[config.mk]
export PLATFORM = sky130hd
export DESIGN_NAME = pc_sequencer4
export DESIGN_NICKNAME = d
export VERILOG_FILES = /design/src/rtl/pc_sequencer4.sv
export SDC_FILE = /design/constraint.sdc
export NUM_CORES = 1
export LEC_CHECK = 0
export CORE_AREA = 2 2 48 50
export DETAILED_ROUTE_END_ITERATION = 12
export DIE_AREA = 0 0 50 52
export HOLD_SLACK_MARGIN = 0.12
export PLACE_DENSITY = 0.83
export SLEW_MARGIN = 20
export SYNTH_ARGS = -nofsm -noshare
export SYNTH_HDL_FRONTEND = slang
export SYNTH_SLANG_ARGS = --single-unit
[constraint.sdc]
create_clock -name clk -period 2.4 [get_ports clk]
set_clock_uncertainty 0.2 [all_clocks]
set_input_delay 0.24 -clock clk [delete_from_list [all_inputs] [get_ports clk]]
set_output_delay 0.24 -clock clk [all_outputs]
set_load 0.05 [all_outputs]
[src/rtl/pc_sequencer4.sv]
// pc_sequencer4
// 4-bit program-counter sequencer placed in front of an external 4-bit
// incrementer in the fetch path. The PC register feeds the incrementer
// through inc_a. The returned inc_sum/inc_cout supply the next sequential
// PC. The current PC is offered to the fetch stage over a valid/ready
// handshake. The block also supports jump redirection, halt on address
// wrap and a saturating count of accepted fetches.
//
// Parameters
//   RESET_PC      PC loaded at reset and on start
//   HALT_ON_WRAP  1: carry-out of a sequential step enters HALT
//                 0: wrap to 4'h0 and keep running
// Ports
//   clk          in   clock, rising edge
//   rst_n        in   synchronous active-low reset
//   start        in   begin sequencing from IDLE or HALT
//   jump_valid   in   redirect request, honoured only in RUN
//   jump_addr    in   redirect target
//   fetch_ready  in   fetch stage accepts fetch_pc this cycle
//   fetch_valid  out  fetch_pc is valid (RUN)
//   fetch_pc     out  current PC
//   inc_a        out  incrementer operand, always the PC register
//   inc_sum      in   incrementer sum (PC+1 mod 16), same cycle
//   inc_cout     in   incrementer carry-out
//   halted       out  high in HALT
//   wrapped      out  sticky carry-out seen on an accepted sequential step
//   fetch_count  out  accepted fetches, saturating at 8'hFF
module pc_sequencer4 #(
    parameter logic [3:0] RESET_PC     = 4'h0,
    parameter bit         HALT_ON_WRAP = 1'b1
) (
    input  logic       clk,
    input  logic       rst_n,
    input  logic       start,
    input  logic       jump_valid,
    input  logic [3:0] jump_addr,
    input  logic       fetch_ready,
    output logic       fetch_valid,
    output logic [3:0] fetch_pc,
    output logic [3:0] inc_a,
    input  logic [3:0] inc_sum,
    input  logic       inc_cout,
    output logic       halted,
    output logic       wrapped,
    output logic [7:0] fetch_count
);

    typedef enum logic [1:0] {
        S_IDLE = 2'd0,
        S_RUN  = 2'd1,
        S_HALT = 2'd2
    } state_t;

    state_t     state, state_nxt;
    logic [3:0] pc, pc_nxt;
    logic       wrapped_q, wrapped_nxt;
    logic [7:0] count_q, count_nxt;
    logic       fire;

    function automatic logic [7:0] sat_inc8(input logic [7:0] v);
        return (v == 8'hFF) ? v : v + 8'd1;
    endfunction

    // fetch_valid is a pure state decode, so fire has no path from
    // fetch_ready back into the valid output.
    assign fire = (state == S_RUN) && fetch_ready;

    always_comb begin
        state_nxt   = state;
        pc_nxt      = pc;
        wrapped_nxt = wrapped_q;
        count_nxt   = count_q;

        case (state)
            S_IDLE: begin
                if (start) begin
                    state_nxt   = S_RUN;
                    pc_nxt      = RESET_PC;
                    count_nxt   = 8'd0;
                    wrapped_nxt = 1'b0;
                end
            end

            S_RUN: begin
                if (fire)
                    count_nxt = sat_inc8(count_q);

                // A jump wins over sequential advance; without fire it
                // cancels the pending fetch, with fire the current PC is
                // still counted. Carry-out is irrelevant on a jump.
                if (jump_valid) begin
                    pc_nxt = jump_addr;
                end else if (fire) begin
                    if (!inc_cout) begin
                        pc_nxt = inc_sum;
                    end else begin
                        wrapped_nxt = 1'b1;
                        if (HALT_ON_WRAP) begin
                            state_nxt = S_HALT;
                            pc_nxt    = inc_sum;
                        end else begin
                            pc_nxt    = 4'h0;
                        end
                    end
                end
            end

            S_HALT: begin
                if (start) begin
                    state_nxt   = S_RUN;
                    pc_nxt      = RESET_PC;
                    count_nxt   = 8'd0;
                    wrapped_nxt = 1'b0;
                end
            end

            default: begin
                state_nxt = S_IDLE;
                pc_nxt    = RESET_PC;
            end
        endcase
    end

    always_ff @(posedge clk) begin
        if (!rst_n) begin
            state     <= S_IDLE;
            pc        <= RESET_PC;
            wrapped_q <= 1'b0;
            count_q   <= 8'd0;
        end else begin
            state     <= state_nxt;
            pc        <= pc_nxt;
            wrapped_q <= wrapped_nxt;
            count_q   <= count_nxt;
        end
    end

    assign fetch_valid = (state == S_RUN);
    assign halted      = (state == S_HALT);
    assign fetch_pc    = pc;
    assign inc_a       = pc;
    assign wrapped     = wrapped_q;
    assign fetch_count = count_q;

endmodule

* After elaboration in Yosys (flattened, before gate mapping)
Cells that the tools add are included.
Cells by class: add/sub/neg operators 1, multipliers 0, div/mod/pow operators 0, magnitude comparators 0, equality and inequality tests 9, shifts and indexed selects 0, mux-type cells 18, bitwise gates (word level) 0, reductions and logical operators 8
Operators with widths (count):
- two-way mux 8 bit | 3
- one-hot mux 8 bit (2 select lines) | 1
- two-way mux 4 bit | 3
- adder 8 x 1 -> 8 bit (second input constant) | 1
- equality test 8 bit (second input constant) | 1
- two-way mux 2 bit | 4
- one-hot mux 4 bit (2 select lines) | 1
- AND reduction 4 bit | 2
- inequality test 2 x 1 -> 1 bit (second input constant) | 3
- AND reduction 5 bit | 1
- two-way mux 1 bit | 4
- inequality test 2 bit (second input constant) | 2
- one-hot mux 2 bit (2 select lines) | 1
- inequality test 3 x 2 -> 1 bit (second input constant) | 1
- equality test 2 x 1 -> 1 bit (second input constant) | 1
- equality test 2 bit (second input constant) | 1
- logical NOT 2 bit | 1
- one-hot mux 1 bit (2 select lines) | 1
- AND reduction 2 bit | 1
- nonzero test 2 bit | 1
- OR reduction 2 bit | 1
- logical AND 1 bit | 1
Word-level totals: register bits 15, bits in latches 0, memory bits (writable) 0, ROM bits 0, logic and storage cells 40, memories 0

* Longest topological paths before layout
word-level depth 5, depth in mapped cells 7, mapped depth without buffers 5

* Worst setup path before layout
No wires, ideal clock.
kind reg-to-reg, from reg count_q[1] (netlist: fetch_count[1]), to reg count_q[2] (netlist: fetch_count[2]), arrival time 1766 ps, data required time 2084 ps, slack 318 ps, stages on the path, launching flop included 7, path through dfxtp_1 ha_1 nand3_1 o211a_4 buf_6 a21o_1 o211a_1
On the way: longest elaborated chain between the ends 4, elaborated cells between the ends (all ways) 7, classes of those cells 1 x add/sub; 2 x eq/ne; 3 x mux; 1 x reduce/logical
Ends and longest elaborated chain:
- start: declaration | line 57 | logic [7:0] count_q, count_nxt;
- start signal: assignment | line 134 | count_q <= count_nxt;
- adder 8 x 1 -> 8 bit | line 61 | return (v == 8'hFF) ? v : v + 8'd1;
- two-way mux 8 bit | line 61
- two-way mux 8 bit | line 85 | if (fire)
- one-hot mux 8 bit (2 select lines) | line 74 | case (state)
Parallel ways exist; a longest one is shown, timed or not. The select of a mux whose other input is x is not followed. A chain may end at the register's enable or synchronous reset.

* Worst setup path in the final report
from reg state[0], to out halted
On the way: longest elaborated chain between the ends 1
Ends and longest elaborated chain:
- start: declaration | line 54 | state_t state, state_nxt;
- start signal: assignment | line 131 | state <= state_nxt;
- equality test 2 bit | line 139 | assign halted = (state == S_HALT);
- end: declaration | line 43 | output logic halted,
No other way between the ends.

==> flow_summary_export.csv <==
group,metric,value,unit
die,die_w,50,µm
logic_synthesis,yosysMostFrequentCell,"dfxtp_1",
routing,drtPass1Iterations,4,
finish,multi_input_area,519,µm²
sta,relSlewSlack,0.665,
setup_path,crit_fanout,12,
logic_synthesis,synth_ff_type,"dfxtp_1",
finish,nFillCells,192,
clock_network,numCtsBuffers,3,
finish,antenna_cells,0,
power_and_ir_drop,p_leak,0.000506,µW
global_route,grtUsageTotal,0.176,
logic_synthesis,syn_area,895,µm²
clock_network,clkSinkCount,15,
routing,ant_nets,0,
power_and_ir_drop,p_per_area,446,nW/µm²
logic_synthesis,syn_nets,111,
place,dp_hpwl,1.55,mm
min_path,hp-class,"reg -> reg",
outcome,status,"finished, final reports clean",
clock_network,cts.hold.buffers_added,0,
finish,finalNetCount,139,
setup_path,cp.arrival,1.70,ns
clock_network,worstSkewPairLatency,0.29,ns
finish,register_area,300,µm²
clock_network,cts_setup_buffers,0,
routing,routedWlPerCell,13.4,µm
logic_synthesis,synth_top_cell_by_area,"dfxtp_1",
sta,max_freq,467,MHz
place,dp.cells,147,
logic_synthesis,yosys-top-cells-count,"dfxtp_1, mux2i_1, nor2_1, a31oi_1, nor2b_1",
clock_network,htree_num_levels,1,
sta,fin_crit,2.14,ns
place,port_buffers,32,
routing,drc,0,
die,die_height,52,µm
setup_path,worstPathRequired,1.96,ns
run,maxCapViolCount,0,
power_and_ir_drop,vdd_ir_drop_max,0.206,mV
logic_synthesis,netlist.area_leader.share,0.336,
die,ios,33,
clock_network,clockBufferDepth,2,
clock_network,cts-root-buf,"clkbuf_4",
logic_synthesis,yosysWarnings,0,
clock_network,clkTransAtPathRegs,0.08,ns
clock_network,cts_tree,"yes",
finish,drive_above_1_share,0.122,
die,start_util,0.425,
global_route,grt_pass1_wl,3.45,mm
routing,drt-total-wl,2.03,mm
finish,layoutNonFillerInstCount,151,
logic_synthesis,synth_seq_cells,15,
logic_synthesis,avgSynthCellArea,9.32,µm²
sta,worstMarginPinSlew,0.501,ns
setup_path,cp-start-kind,"register",
sta,fin_tns_setup,0,ns
setup_path,crit_slowest_cell,"clkdlybuf4s50_1",
setup_path,crit_type,"reg -> out",
logic_synthesis,synth_cell_types,35,
routing,first_iter_violations,15,
logic_synthesis,synth.area.top_cells,"dfxtp_1, mux2i_1, a31oi_1",
global_route,grt_pass1_vias,800,
global_route,antenna_found_initial,0,
logic_synthesis,ys_seq_area_frac,0.336,
logic_synthesis,netlist_instances,96,
global_route,grt_max_degree,21,
sta,finalCritPeriodShare,0.892,
sta,finalHoldViolCount,0,
setup_path,slowest_delay,0.80,ns
die,core_area,2110,µm²
setup_path,crit_chain,"nor2b_1 > clkdlybuf4s50_1",
die,die-area,2600,µm²
sta,setup_violations,0,
clock_network,ctsResizeCount,0,
finish,area_growth,35.5,%
die,fp-row-count,17,
logic_synthesis,synth-edff-count,0,
routing,vias_per_cell,5.41,
sta,rsz0062_at_grt,"no",
global_route,overflow,0,
sta,slew_violations,0,
routing,via_count,817,
setup_path,end_kind,"primary output",
place,gp_congestion,0.742,
logic_synthesis,ys_async_sr_fraction,0,
## where the power goes
group | switching, µW | internal (µW)
clock | 83.3 | 64.8
sequential | 8.78 | 255
combinational | 70.1 | 59.5
## per-layer routing
metal	up-vias	track usage	part of all wire
met4	0	0.116	0.027
met3	5	0.0374	0.055
li1	402	-	-
met2	28	0.309	0.51
met5	-	0	0
met1	382	0.190	0.41
## critical path, delay by kind of cell, from the launching register on
kind	cells	cell delay, ns
buffers and inverters	1	0.80
flip-flops	1	0.45
AND/OR/NAND/NOR	1	0.16
## flip-flops by register name, summed over array words and instances (netlist names)
register and count:
fetch_count 8, fetch_pc 4, state 2, wrapped 1
## worst paths after layout
kind | from | endpoint | slack, ns | cells past startpoint
max | state[0] | halted | 0.26 | 2
min | wrapped | wrapped | 0.29 | 2
max reg2reg | state[0] | fetch_count[3] | 0.51 | 5
min reg2reg | wrapped | wrapped | 0.29 | 2
## cell type report
| cell class | count | area share |
|---|---|---|
| flip-flops and latches | 15 | 0.248 |
| well taps | 28 | 0.0289 |
| multi-input cells | 70 | 0.428 |
| repair buffers | 33 | 0.268 |
| clock buffers | 4 | 0.0217 |
| inverters | 1 | 0.00516 |
## logic make-up (layout without fill, tap and decap cells)
kind of cell	Yosys count	count (layout)	share of synthesized area
flip-flops	15	15	0.336
AND/OR/NAND/NOR	36	36	0.250
adder cells (fa/ha/maj)	1	1	0.0140
AO/OA/AOI/OAI	24	24	0.215
buffers and inverters	11	38	0.0839
multiplexers	9	9	0.101
## cell usage in the layout (no fill, tap or decap), types with 2 or more instances in the layout
master	count
a21o_1	2
or2_2	2
nor2b_1	6
buf_4	2
nand2_1	3
a21boi_0	2
clkbuf_4	3
a21oi_1	3
nand2b_1	3
nor2_1	8
and3_1	2
dfxtp_1	15
mux2i_1	9
nand3_1	4
nand3b_1	2
a31oi_1	7
and3_2	2
clkdlybuf4s50_1	31
## through the flow
| step | hold slack [ns] | utilization | setup slack, ns | total power (µW) | area (µm²) |
|---|---|---|---|---|---|
| floorplan | 0.228 | - | 0.318 | 359 | 895 |
| global route | 0.349 | 0.576 | 0.190 | 565 | 1210 |
| global placement | 0.282 | 0.563 | 0.576 | 397 | 1190 |
| CTS | 0.303 | 0.576 | 0.243 | 547 | 1210 |
| detailed placement | 0.290 | 0.563 | 0.514 | 400 | 1190 |
| finish | 0.295 | 0.576 | 0.258 | 541 | 1210 |
Note: power is estimated with default switching activity, not from simulation.
